<file path="config.mk">
export PLATFORM = sky130hd
export DESIGN_NAME = serial_mag_comparator
export DESIGN_NICKNAME = d
export VERILOG_FILES = /design/src/rtl/serial_mag_comparator.sv
export SDC_FILE = /design/constraint.sdc
export NUM_CORES = 1
export LEC_CHECK = 0
export CORE_MARGIN = 2
export CORE_UTILIZATION = 50
export CTS_BUF_LIST = sky130_fd_sc_hd__clkbuf_4
export DETAILED_ROUTE_END_ITERATION = 6
export GPL_ROUTABILITY_DRIVEN = 1
export PLACE_DENSITY = 0.78
export SLEW_MARGIN = 20
export SYNTH_ARGS = -nofsm -noshare
export SYNTH_HDL_FRONTEND = slang
export SYNTH_SLANG_ARGS = --single-unit
</file>
<file path="constraint.sdc">
create_clock -name clk -period 1.9 [get_ports clk]
set_input_delay 0.57 -clock clk [delete_from_list [all_inputs] [get_ports clk]]
set_output_delay 0.57 -clock clk [all_outputs]
set_load 0.1 [all_outputs]
</file>
<file path="src/rtl/serial_mag_comparator.sv">
// serial_mag_comparator: MSB-first 2-bit-per-clock unsigned magnitude compare with start/done handshake
module serial_mag_comparator #(
    parameter int WIDTH = 8
) (
    input  logic             clk,
    input  logic             rst,
    input  logic             start,
    input  logic [WIDTH-1:0] a,
    input  logic [WIDTH-1:0] b,
    output logic             busy,
    output logic             done,
    output logic             L,
    output logic             E,
    output logic             G
);
    localparam int N  = WIDTH / 2;
    localparam int CW = N > 1 ? $clog2(N) : 1;
    typedef enum logic [1:0] {IDLE, RUN, DONE} state_t;
    state_t           state;
    logic [WIDTH-1:0] sa, sb;
    logic [CW-1:0]    cnt;
    logic [1:0]       ta, tb;
    assign ta = sa[WIDTH-1 -: 2];
    assign tb = sb[WIDTH-1 -: 2];
    always_ff @(posedge clk or posedge rst) begin
        if (rst) begin
            state <= IDLE;
            sa    <= '0;
            sb    <= '0;
            cnt   <= '0;
            busy  <= 1'b0;
            done  <= 1'b0;
            {L, E, G} <= 3'b000;
        end else begin
            case (state)
                IDLE, DONE: begin
                    done <= 1'b0;
                    if (start) begin
                        sa    <= a;
                        sb    <= b;
                        cnt   <= CW'(N - 1);
                        busy  <= 1'b1;
                        {L, E, G} <= 3'b000;
                        state <= RUN;
                    end else begin
                        state <= IDLE;
                    end
                end
                RUN: begin
                    // any unequal slice, or the last equal one, ends the walk
                    if (ta != tb || cnt == '0) begin
                        L     <= ta < tb;
                        E     <= ta == tb;
                        G     <= ta > tb;
                        busy  <= 1'b0;
                        done  <= 1'b1;
                        state <= DONE;
                    end else begin
                        sa  <= sa << 2;
                        sb  <= sb << 2;
                        cnt <= cnt - 1'b1;
                    end
                end
                default: state <= IDLE;
            endcase
        end
    end
endmodule

</file>
Word level (Yosys, flattened, before mapping)
Cells that the tools add are included.
W data, S select, Z words.
- $add $sub $neg: 1
- magnitude comparators: 2
- equality and inequality tests: 7
- mux-type cells: 24
- reduce and logical (&&, ||, !) cells: 8
- operator list (kind ; number):
    $mux W8 ; 4
    $pmux W8 S2 ; 2
    $pmux W1 S2 ; 5
    $mux W1 ; 8
    $pmux W2 S2 ; 2
    $mux W2 ; 3
    $ne A2 B2 Y1 const B ; 3
    $reduce_and A3 Y1 ; 2
    $logic_not A2 Y1 ; 2
    $eq A2 B1 Y1 const B ; 1
    $eq A2 B2 Y1 ; 1
    $eq A2 B2 Y1 const B ; 1
    $gt A2 B2 Y1 ; 1
    $lt A2 B2 Y1 ; 1
    $ne A2 B2 Y1 ; 1
    $reduce_and A2 Y1 ; 1
    $reduce_bool A2 Y1 ; 1
    $reduce_or A2 Y1 ; 1
    $sub A2 B1 Y2 const B ; 1
    $logic_or A1 B1 Y1 ; 1
- register bits: 25
- output and inout port bits: 5
- logic and storage cells: 51

Depth between registers and ports, before layout
- word-level depth: 4
- depth in mapped cells: 6
- gate-level depth less buffers: 5

Worst setup path before layout
No wires, ideal clock.
- path kind: register -> output
- start point: reg E
- end point: out E
- data arrival time: 0.898 ns
- required time: 1.330 ns
- path slack: 0.432 ns
- stages on the path, launching flop included: 1
- path buffers: 0
- cell sequence: dfrtp_1
- RTL lines (item ; RTL line ; text):
    from (decl) ; 13 ; output logic E,
    from (signal assigned) ; 53 ; E <= ta == tb;
No word-level cell between the ends.

Worst setup path after layout
- start point: reg sa[7]
- end point: reg G
- longest elaborated chain between the ends: 4
- RTL lines (item ; RTL line ; text):
    from (decl) ; 20 ; logic [WIDTH-1:0] sa, sb;
    from (signal assigned) ; 59 ; sa <= sa << 2;
    $ne A2 B2 Y1 ; 51 ; if (ta != tb || cnt == '0) begin
    $logic_or A1 B1 Y1 ; 51 ;
    $ne A2 B2 Y1 (no source line) ; - ;
    $reduce_and A3 Y1 (no source line) ; - ;
    to (signal assigned) ; 54 ; G <= ta > tb;
    to (decl) ; 14 ; output logic G
Several ways; a longest one is shown, not always the timed one. The select of a mux whose other input is x is not followed.
A chain may end at the register's enable or synchronous reset.

==> results.json <==
{
  "synthSimpleGateAreaFrac_pct": 12.4,
  "vias": 954,
  "synthMuxAreaShare_pct": 0.966,
  "crit_type": "reg -> reg",
  "postSynthAreaPerCell_um2": 10.5,
  "drtIter0Drc": 28,
  "clkSlewWorstSetupHoldPaths_ns": 0.14,
  "io_buffers": 23,
  "row_count": 17,
  "numCtsBuffers": 3,
  "drive_above_1_share_pct": 14.0,
  "grt_usage_pct": 22.2,
  "antenna_found_initial": 0,
  "synth_top_family_by_area": "compound AO/OA/AOI/OAI gates",
  "synthAdderAreaFrac_pct": 3.22,
  "rsz0062_at_grt": "no",
  "ys.warnings.count": 0,
  "ant_nets": 0,
  "ios": 24,
  "post_cts_resized": 0,
  "netlist_area_um2": 1170,
  "powerDensity_nw_per_um2": 1750,
  "area_growth_pct": 28.3,
  "dp.final_hpwl_mm": 1.84,
  "drc": 0,
  "cellLeakagePower_nw": 0.658,
  "grt_start_max_net_pins": 26,
  "most-common-layout-cells": "dfrtp_1, clkdlybuf4s50_1, nor2_1",
  "max_freq_ghz": 0.575,
  "h-tree-depth": 1,
  "fin_crit_ns": 1.74,
  "synth_compound_area_share_pct": 23.0,
  "die_h_um": 52.3,
  "worstMarginPinSlew_ns": 0.383,
  "chipWidth_um": 52.3,
  "vias_per_cell": 5.82,
  "cp-start-kind": "flop",
  "min_path_type": "reg -> reg",
  "drv_cap": 0,
  "critPathCaptureType": "flop",
  "cts_hold_buf": 0,
  "layout_commonest_cell": "dfrtp_1",
  "cp_max_fo": 15,
  "outcome": "finished clean",
  "wl_per_cell_um": 16.1,
  "period_share_pct": 91.6,
  "antennaDiodeCount": 0,
  "post_cts_buffers": 0,
  "die_area_um2": 2730,
  "grt_pass1_vias": 914,
  "place_congestion": 0.827,
  "hold_violations": 0,
  "drt-total-wl_mm": 2.64,
  "ys_ff_latch": 25,
  "syn_inst": 111,
  "arrival_ns": 1.98,
  "clock_sinks": 25,
  "layout.nets": 159,
  "cts_tree": "yes",
  "clock_path_buffers": 2,
  "start_util_pct": 52.7,
  "grt_overflow_total": 0,
  "synth-xor-area-share_pct": 0,
  "dr.pass1.iters": 4,
  "clock_latency_ns": 0.33,
  "fillers": 180,
  "tns_ns": 0,
  "maxSlewHeadroom_pct": 74.4,
  "core_area_um2": 2210,
  "total_power_mw": 2.62,
  "root_buffer": "clkbuf_4",
  "synth_cell_type_count": 27,
  "cp.required_ns": 2.14,
  "finalClockSkew_ns": 0.00893,
  "vdd_ir_drop_max_mv": 1.41,
  "yosysSeqAreaShare_pct": 53.6,
  "grt_pass1_wl_mm": 4.40,
  "setup_violations": 0,
  "slew_violations": 0,
  "syn_nets": 133
}
==> flip-flops by register name, indices dropped and copies added, names as in the netlist <==
name,flops
G,1
state,2
cnt,2
sa,8
L,1
E,1
sb,8
busy,1
done,1
==> routing by layer <==
metal | wire [µm] | up-vias | global-route usage, %
li1 | - | 448 | -
met1 | 1160 | 477 | 31.2
met2 | 1330 | 25 | 34.6
met3 | 119 | 4 | 2.86
met4 | 36 | 0 | 8.97
met5 | 0 | - | 0
==> report_power, final <==
part	total, mW	switching [mW]	leakage (nW)	internal [mW]
registers	0.924	0.151	0.291	0.773
clock network	0.261	0.164	0.0184	0.0966
logic	1.43	0.900	0.349	0.531
total	2.62	1.22	0.658	1.40
==> cells by family after synthesis <==
kind of cell,Yosys count
fa+ha+maj,3
buf+inv,14
mux,1
flops,25
simple gates,31
compound gates,37
==> cell usage after synthesis <==
cell type / count / share of area (%)
buf_6: 2 / 1.9
buf_2: 3 / 1.3
o21ai_0: 4 / 1.7
a21o_1: 2 / 1.3
a32o_1: 1 / 0.86
nand2b_1: 2 / 1.1
a2111oi_2: 1 / 1.3
nand3b_2: 1 / 0.97
and3b_1: 1 / 0.75
dfrtp_1: 25 / 54
o32ai_2: 1 / 1.4
o21ai_1: 1 / 0.43
o32ai_1: 11 / 8.3
a31o_1: 1 / 0.75
nand2_2: 1 / 0.54
nor2b_1: 1 / 0.54
a22oi_1: 1 / 0.64
a31oi_1: 3 / 1.6
and3_1: 1 / 0.54
buf_4: 2 / 1.3
nor2_1: 12 / 3.9
a21oi_1: 11 / 4.7
and2b_1: 1 / 0.64
nand2_1: 11 / 3.5
inv_1: 7 / 2.3
ha_1: 3 / 3.2
mux2_2: 1 / 0.97
==> final timing paths <==
check / from / to / slack [ns] / cells after the start
setup reg to reg: sa[7] / G / 0.16 / 4
max in group asynchronous: rst / sb[2] / 1.06 / 3
hold reg to reg: cnt[1] / cnt[1] / 0.55 / 2
min in group asynchronous: rst / G / 0.59 / 3
hold / removal: cnt[1] / cnt[1] / 0.55 / 2
setup / recovery: sa[7] / G / 0.16 / 4
==> cell type report <==
class	count	area, µm²	share of cell area, %
inverters	7	26.3	1.76
clock buffers	4	30.0	2.01
well taps	28	35.0	2.34
repair buffers	28	318	21.2
multi-input cells	72	462	30.9
flip-flops and latches	25	626	41.8
==> critical path: stages, from the launching register on <==
cell and delay, ns:
dfrtp_1 0.42, ha_1 0.39, nand3b_2 0.33, nand2_1 0.22, a32o_1 0.29
==> stage by stage <==
stage / hold slack [ns] / instance area, µm² / std cells / utilization (%) / setup slack, ns
4_1_cts: 0.544 / 1500 / 164 / 67.6 / 0.145
3_3_place_gp: 0.509 / 1470 / 160 / 66.3 / 0.175
5_1_grt: 0.582 / 1500 / 164 / 67.6 / 0.0809
3_5_place_dp: 0.524 / 1470 / 160 / 66.3 / 0.126
6_report: 0.546 / 1500 / 164 / 67.6 / 0.160
2_1_floorplan: 0.490 / 1170 / 111 / - / 0.432
No activity file was read; power rests on OpenSTA's default activity.
==> edit 1: new RTL, same settings <==
Encoding of `state_t`: now one-hot (3 bits for 3 states).
--- a/src/rtl/serial_mag_comparator.sv
+++ b/src/rtl/serial_mag_comparator.sv
@@ -16,5 +16,5 @@
     localparam int N  = WIDTH / 2;
     localparam int CW = N > 1 ? $clog2(N) : 1;
-    typedef enum logic [1:0] {IDLE, RUN, DONE} state_t;
+    typedef enum logic [2:0] {IDLE = 3'b001, RUN = 3'b010, DONE = 3'b100} state_t;
     state_t           state;
     logic [WIDTH-1:0] sa, sb;
Formal check against the unedited RTL: no difference found for any inputs over 10 cycles, from zero or initial values and one cycle with rst high; not proved beyond that.
==> edit 1 against the original RTL <==
- maximum frequency is 0.14% lower
- sequential share of layout area is 3.8 points lower
- routed wire length is 17% lower
- synthesized area is 12% higher
- final area is 15% higher
- sequential cell count is 1 higher
- via count is 13% lower
- setup slack worse by 0.0024 ns
- total power is 3.8% higher
- largest power group unchanged
==> edit 1: results (changes against the original RTL) <==
[outcome]
outcome=finished, final reports clean  ; unchanged

[logic_synthesis]
synthTopCellsByArea=sky130_fd_sc_hd__dfrtp_1 48%, sky130_fd_sc_hd__mux2_4 13%, sky130_fd_sc_hd__mux2_2 9.5%  ; was sky130_fd_sc_hd__dfrtp_1 54%, sky130_fd_sc_hd__o32ai_1 8.3%, sky130_fd_sc_hd__a21oi_1 4.7%
yosysSeqAreaShare_pct=49.76  ; was 53.65%
mappedNetlistNets=121  ; was 133
synth.top_cells.by_count=25 x sky130_fd_sc_hd__dfrtp_1, 11 x sky130_fd_sc_hd__inv_1, 11 x sky130_fd_sc_hd__mux2_2, 11 x sky130_fd_sc_hd__mux2_4  ; was 25 x sky130_fd_sc_hd__dfrtp_1, 12 x sky130_fd_sc_hd__nor2_1, 11 x sky130_fd_sc_hd__a21oi_1, 11 x sky130_fd_sc_hd__nand2_1, 11 x sky130_fd_sc_hd__o32ai_1

[drt]
post_dr_wirelength_cell_um=13.43  ; was 16.09 um
route.detailed.vias_per_inst=5.092  ; was 5.817
first_iter_violations=8  ; was 28

[critical_path]
worst_ep_arrival_time_ns=1.95  ; was 1.98 ns
rr_worst_depth=5  ; was 4
crit_path_end=cnt[0]  ; was G
critPathLaunch=start  ; was sa[7]
critical_path.max_fanout=14  ; was 15

[final_layout]
layout-drive-gt1-share_pct=33.83  ; was 13.97%
largest_regs=sa: 8 flops, sb: 8 flops, state: 3 flops  ; was sa: 8 flops, sb: 8 flops

[sta]
timing.final.crit_share_pct=91.71  ; was 91.58%
final.setup_skew_ns=0.006832  ; was 0.008928 ns
fin_hold_ws_ns=0.5177  ; was 0.5463 ns
least_margin_pin_slew_ns=0.3283  ; was 0.3827 ns

[placement]
post-place-cells=157  ; was 160
detailed_place_hpwl_um=1645  ; was 1843 um

[min_path]
worst_hold_startpoint=sa[5]  ; was cnt[1]
hold_critical_path_endpoint=sa[5]  ; was cnt[1]

[pwr]
switchingPower_mw=1.039  ; was 1.215 mW
combPwrFrac_pct=56.3  ; was 54.7%
worst_ir_drop_vdd_mv=0.9338  ; was 1.412 mV

[global_routing]
number_of_global_route_vias_before_repair=802  ; was 914
wire_length_of_the_first_global_routing_pass_um=3491  ; was 4395 um
grt_start_max_net_pins=27  ; was 26

[clock_network]
worst_skew_pair.late_latency_ns=0.31  ; was 0.33 ns

[edit 1: cell families (layout without fill, tap and decap cells)]
| family | count (synthesis) | after routing | share of synthesized area, % |
|---|---|---|---|
| buf+inv | 15 | 49 | 5.825 |
| fa+ha+maj | 3 | 3 | 2.866 |
| mux | 26 | 26 | 25.12 |
| flops | 26 | 26 | 49.76 |
| simple gates | 15 | 15 | 6.591 |
| xor+xnor | 2 | 2 | 1.911 |
| compound gates | 12 | 12 | 7.928 |
[edit 1: stage by stage]
step,util (%),TNS [ns],power (mW),instance area [um2]
after floorplan,-,0,2.007,1310
after global placement,67.02,-2.766,2.402,1660
after detailed placement,67.02,-3.131,2.442,1660
after CTS,69.19,0,2.740,1714
after global routing,69.19,0,2.895,1714
final,69.19,0,2.714,1714
[edit 1: final cells by class]
cell class | instances | area [um2] | share of cell area, %
flip-flops and latches | 26 | 651.9 | 38.03
multi-input cells | 58 | 581.8 | 33.94
repair buffers | 34 | 375.4 | 21.90
inverters | 11 | 41.29 | 2.409
well taps | 30 | 37.54 | 2.190
clock buffers | 3 | 22.52 | 1.314
clock inverters | 1 | 3.754 | 0.2190
[edit 1: worst max-delay path: stages]
cell and delay [ns]:
sky130_fd_sc_hd__clkdlybuf4s50_1 0.45, sky130_fd_sc_hd__nor2b_1 0.26, sky130_fd_sc_hd__o2bb2ai_4 0.16, sky130_fd_sc_hd__buf_12 0.17, sky130_fd_sc_hd__mux2_2 0.33
[edit 1: what timing repair did]
action                     CTS  global route
hold buffers                 0             0
setup buffers                2             0
setup endpoints to repair    5             0
gates resized for setup      0             0
[edit 1: per-layer routing]
layer	routed length, um	share of wire (%)	GRT usage (%)
met1	977	45	21.66
met2	1117	51	27.38
met3	84	3.8	2.419
met4	9	0.41	3.659
met5	0	0	0
==> edit 2: new RTL, config.mk and constraints unchanged <==
Without the edit above. The parameter `WIDTH` goes from 8 to 16.
--- a/src/rtl/serial_mag_comparator.sv
+++ b/src/rtl/serial_mag_comparator.sv
@@ -1,5 +1,5 @@
 // serial_mag_comparator: MSB-first 2-bit-per-clock unsigned magnitude compare with start/done handshake
 module serial_mag_comparator #(
-    parameter int WIDTH = 8
+    parameter int WIDTH = 16
 ) (
     input  logic             clk,
Interface: changed (resized a and b); port bits go from 24 to 40. The function was not compared with the original's and may differ.
==> edit 2 against the original RTL <==
- final area is 67% higher
- sequential cell count is 17 higher
- routed wire length is 63% higher
- total power is 55% higher
- die area is 60% higher
- synthesized area is 65% higher
- setup slack better by 0.053 ns
- largest power group unchanged
==> edit 2: results (changes against the original RTL) <==
[logic_synthesis]
synth.top_cells.by_count=42 x sky130_fd_sc_hd__dfrtp_1, 28 x sky130_fd_sc_hd__a21oi_1, 28 x sky130_fd_sc_hd__o32ai_1, 27 x sky130_fd_sc_hd__nor2_1, 14 x sky130_fd_sc_hd__buf_2  ; was 25 x sky130_fd_sc_hd__dfrtp_1, 12 x sky130_fd_sc_hd__nor2_1, 11 x sky130_fd_sc_hd__a21oi_1, 11 x sky130_fd_sc_hd__nand2_1, 11 x sky130_fd_sc_hd__o32ai_1
synth_cell_types=26  ; was 27
mappedNetlistNets=229  ; was 133
postSynthAreaPerCell_um2=10.15  ; was 10.51 um2
yosysSeqAreaShare_pct=54.47  ; was 53.65%
synthTopCellsByArea=sky130_fd_sc_hd__dfrtp_1 54%, sky130_fd_sc_hd__o32ai_1 13%, sky130_fd_sc_hd__a21oi_1 7.3%  ; was sky130_fd_sc_hd__dfrtp_1 54%, sky130_fd_sc_hd__o32ai_1 8.3%, sky130_fd_sc_hd__a21oi_1 4.7%

[clock_network]
worst_skew_pair.late_latency_ns=0.37  ; was 0.33 ns
maximum_level_of_the_cts_h_tree=2  ; was 1
cts_buffers=5  ; was 3

[final_layout]
layout-drive-gt1-share_pct=11.79  ; was 13.97%
multiInputGateArea_um2=750.7  ; was 461.7 um2
largest_regs=sa: 16 flops, sb: 16 flops, cnt: 3 flops  ; was sa: 8 flops, sb: 8 flops
fillerInstances=296  ; was 180
n_antenna_cell=0  ; unchanged
instances_no_fill=277  ; was 164

[pwr]
worst_ir_drop_vdd_mv=1.557  ; was 1.412 mV
p_leak_nw=1.045  ; was 0.6577 nW

[drt]
route.detailed.vias_per_inst=5.794  ; was 5.817
first_iter_violations=156  ; was 28

[placement]
placement.cell_area_um2=2437  ; was 1466 um2
globalplace.congestion=0.8303  ; was 0.8272
port_buffers=39  ; was 23
detailed_place_hpwl_um=2844  ; was 1843 um
pre_cts_setup_slack_ns=0.1484  ; was 0.1257 ns

[global_routing]
grt_start_max_net_pins=43  ; was 26
wire_length_of_the_first_global_routing_pass_um=6962  ; was 4395 um
number_of_global_route_vias_before_repair=1561  ; was 914
global_route.usage.total_pct=21.12  ; was 22.18%

[critical_path]
reg2reg_from=cnt[0]  ; was sa[7]
critical_path.max_fanout=18  ; was 15
critical-path-max-stage-delay_ns=0.36  ; was 0.42 ns
worst_ep_arrival_time_ns=1.94  ; was 1.98 ns
crit_family=adder cells  ; was simple AND/OR/NAND/NOR gates

[outcome]
outcome=finished, final reports clean  ; unchanged

[sta]
final.setup_skew_ns=0.01680  ; was 0.008928 ns

[min_path]
worst_hold_startpoint=sa[14]  ; was cnt[1]

-- edit 2: layout make-up --
type,count,share of cell area (%)
Clock buffer,5,1.504
Tap cell,48,2.406
Inverter,8,1.203
Clock inverter,3,0.8521
Timing Repair Buffer,48,21.85
Sequential cell,42,42.11
Multi-Input combinational cell,123,30.08
-- edit 2: power breakdown --
part	total, mW	internal [mW]	switching [mW]
registers	1.55	1.31	0.247
logic	2.06	0.809	1.26
clock network	0.442	0.144	0.298
total	4.06	2.26	1.80
-- edit 2: worst paths after layout --
kind	to	slack (ns)	cells after the start
max in group asynchronous	sb[2]	1.14	3
min in group asynchronous	E	0.55	3
worst max register to register	sa[12]	0.21	7
worst max-delay path	sa[12]	0.21	7
worst min register to register	sa[14]	0.54	2
worst min-delay path	sa[14]	0.54	2
-- edit 2: per-layer routing --
metal | share of wire (%) | wire, um | global-route usage (%)
met2 | 49 | 2121 | 35.75
met4 | 1.2 | 51 | 6.633
met3 | 5.8 | 249 | 6.644
met5 | 0 | 0 | 0
met1 | 44 | 1875 | 25.59
-- edit 2: kinds of logic after synthesis --
| group | after synthesis | share of synthesized area (%) |
|---|---|---|
| AO/OA/AOI/OAI | 68 | 23.86 |
| flip-flops | 42 | 54.47 |
| AND/OR/NAND/NOR | 49 | 11.22 |
| multiplexers | 2 | 1.102 |
| adder cells (fa/ha/maj) | 4 | 2.594 |
| buffers and inverters | 25 | 6.745 |
-- edit 2: worst register-to-register path, stage by stage, from the launching register on --
cell and delay (ns):
sky130_fd_sc_hd__dfrtp_1 0.36, sky130_fd_sc_hd__inv_1 0.06, sky130_fd_sc_hd__ha_1 0.20, sky130_fd_sc_hd__ha_1 0.21
sky130_fd_sc_hd__nand3b_1 0.18, sky130_fd_sc_hd__buf_4 0.22, sky130_fd_sc_hd__o32ai_1 0.27, sky130_fd_sc_hd__a21oi_1 0.07
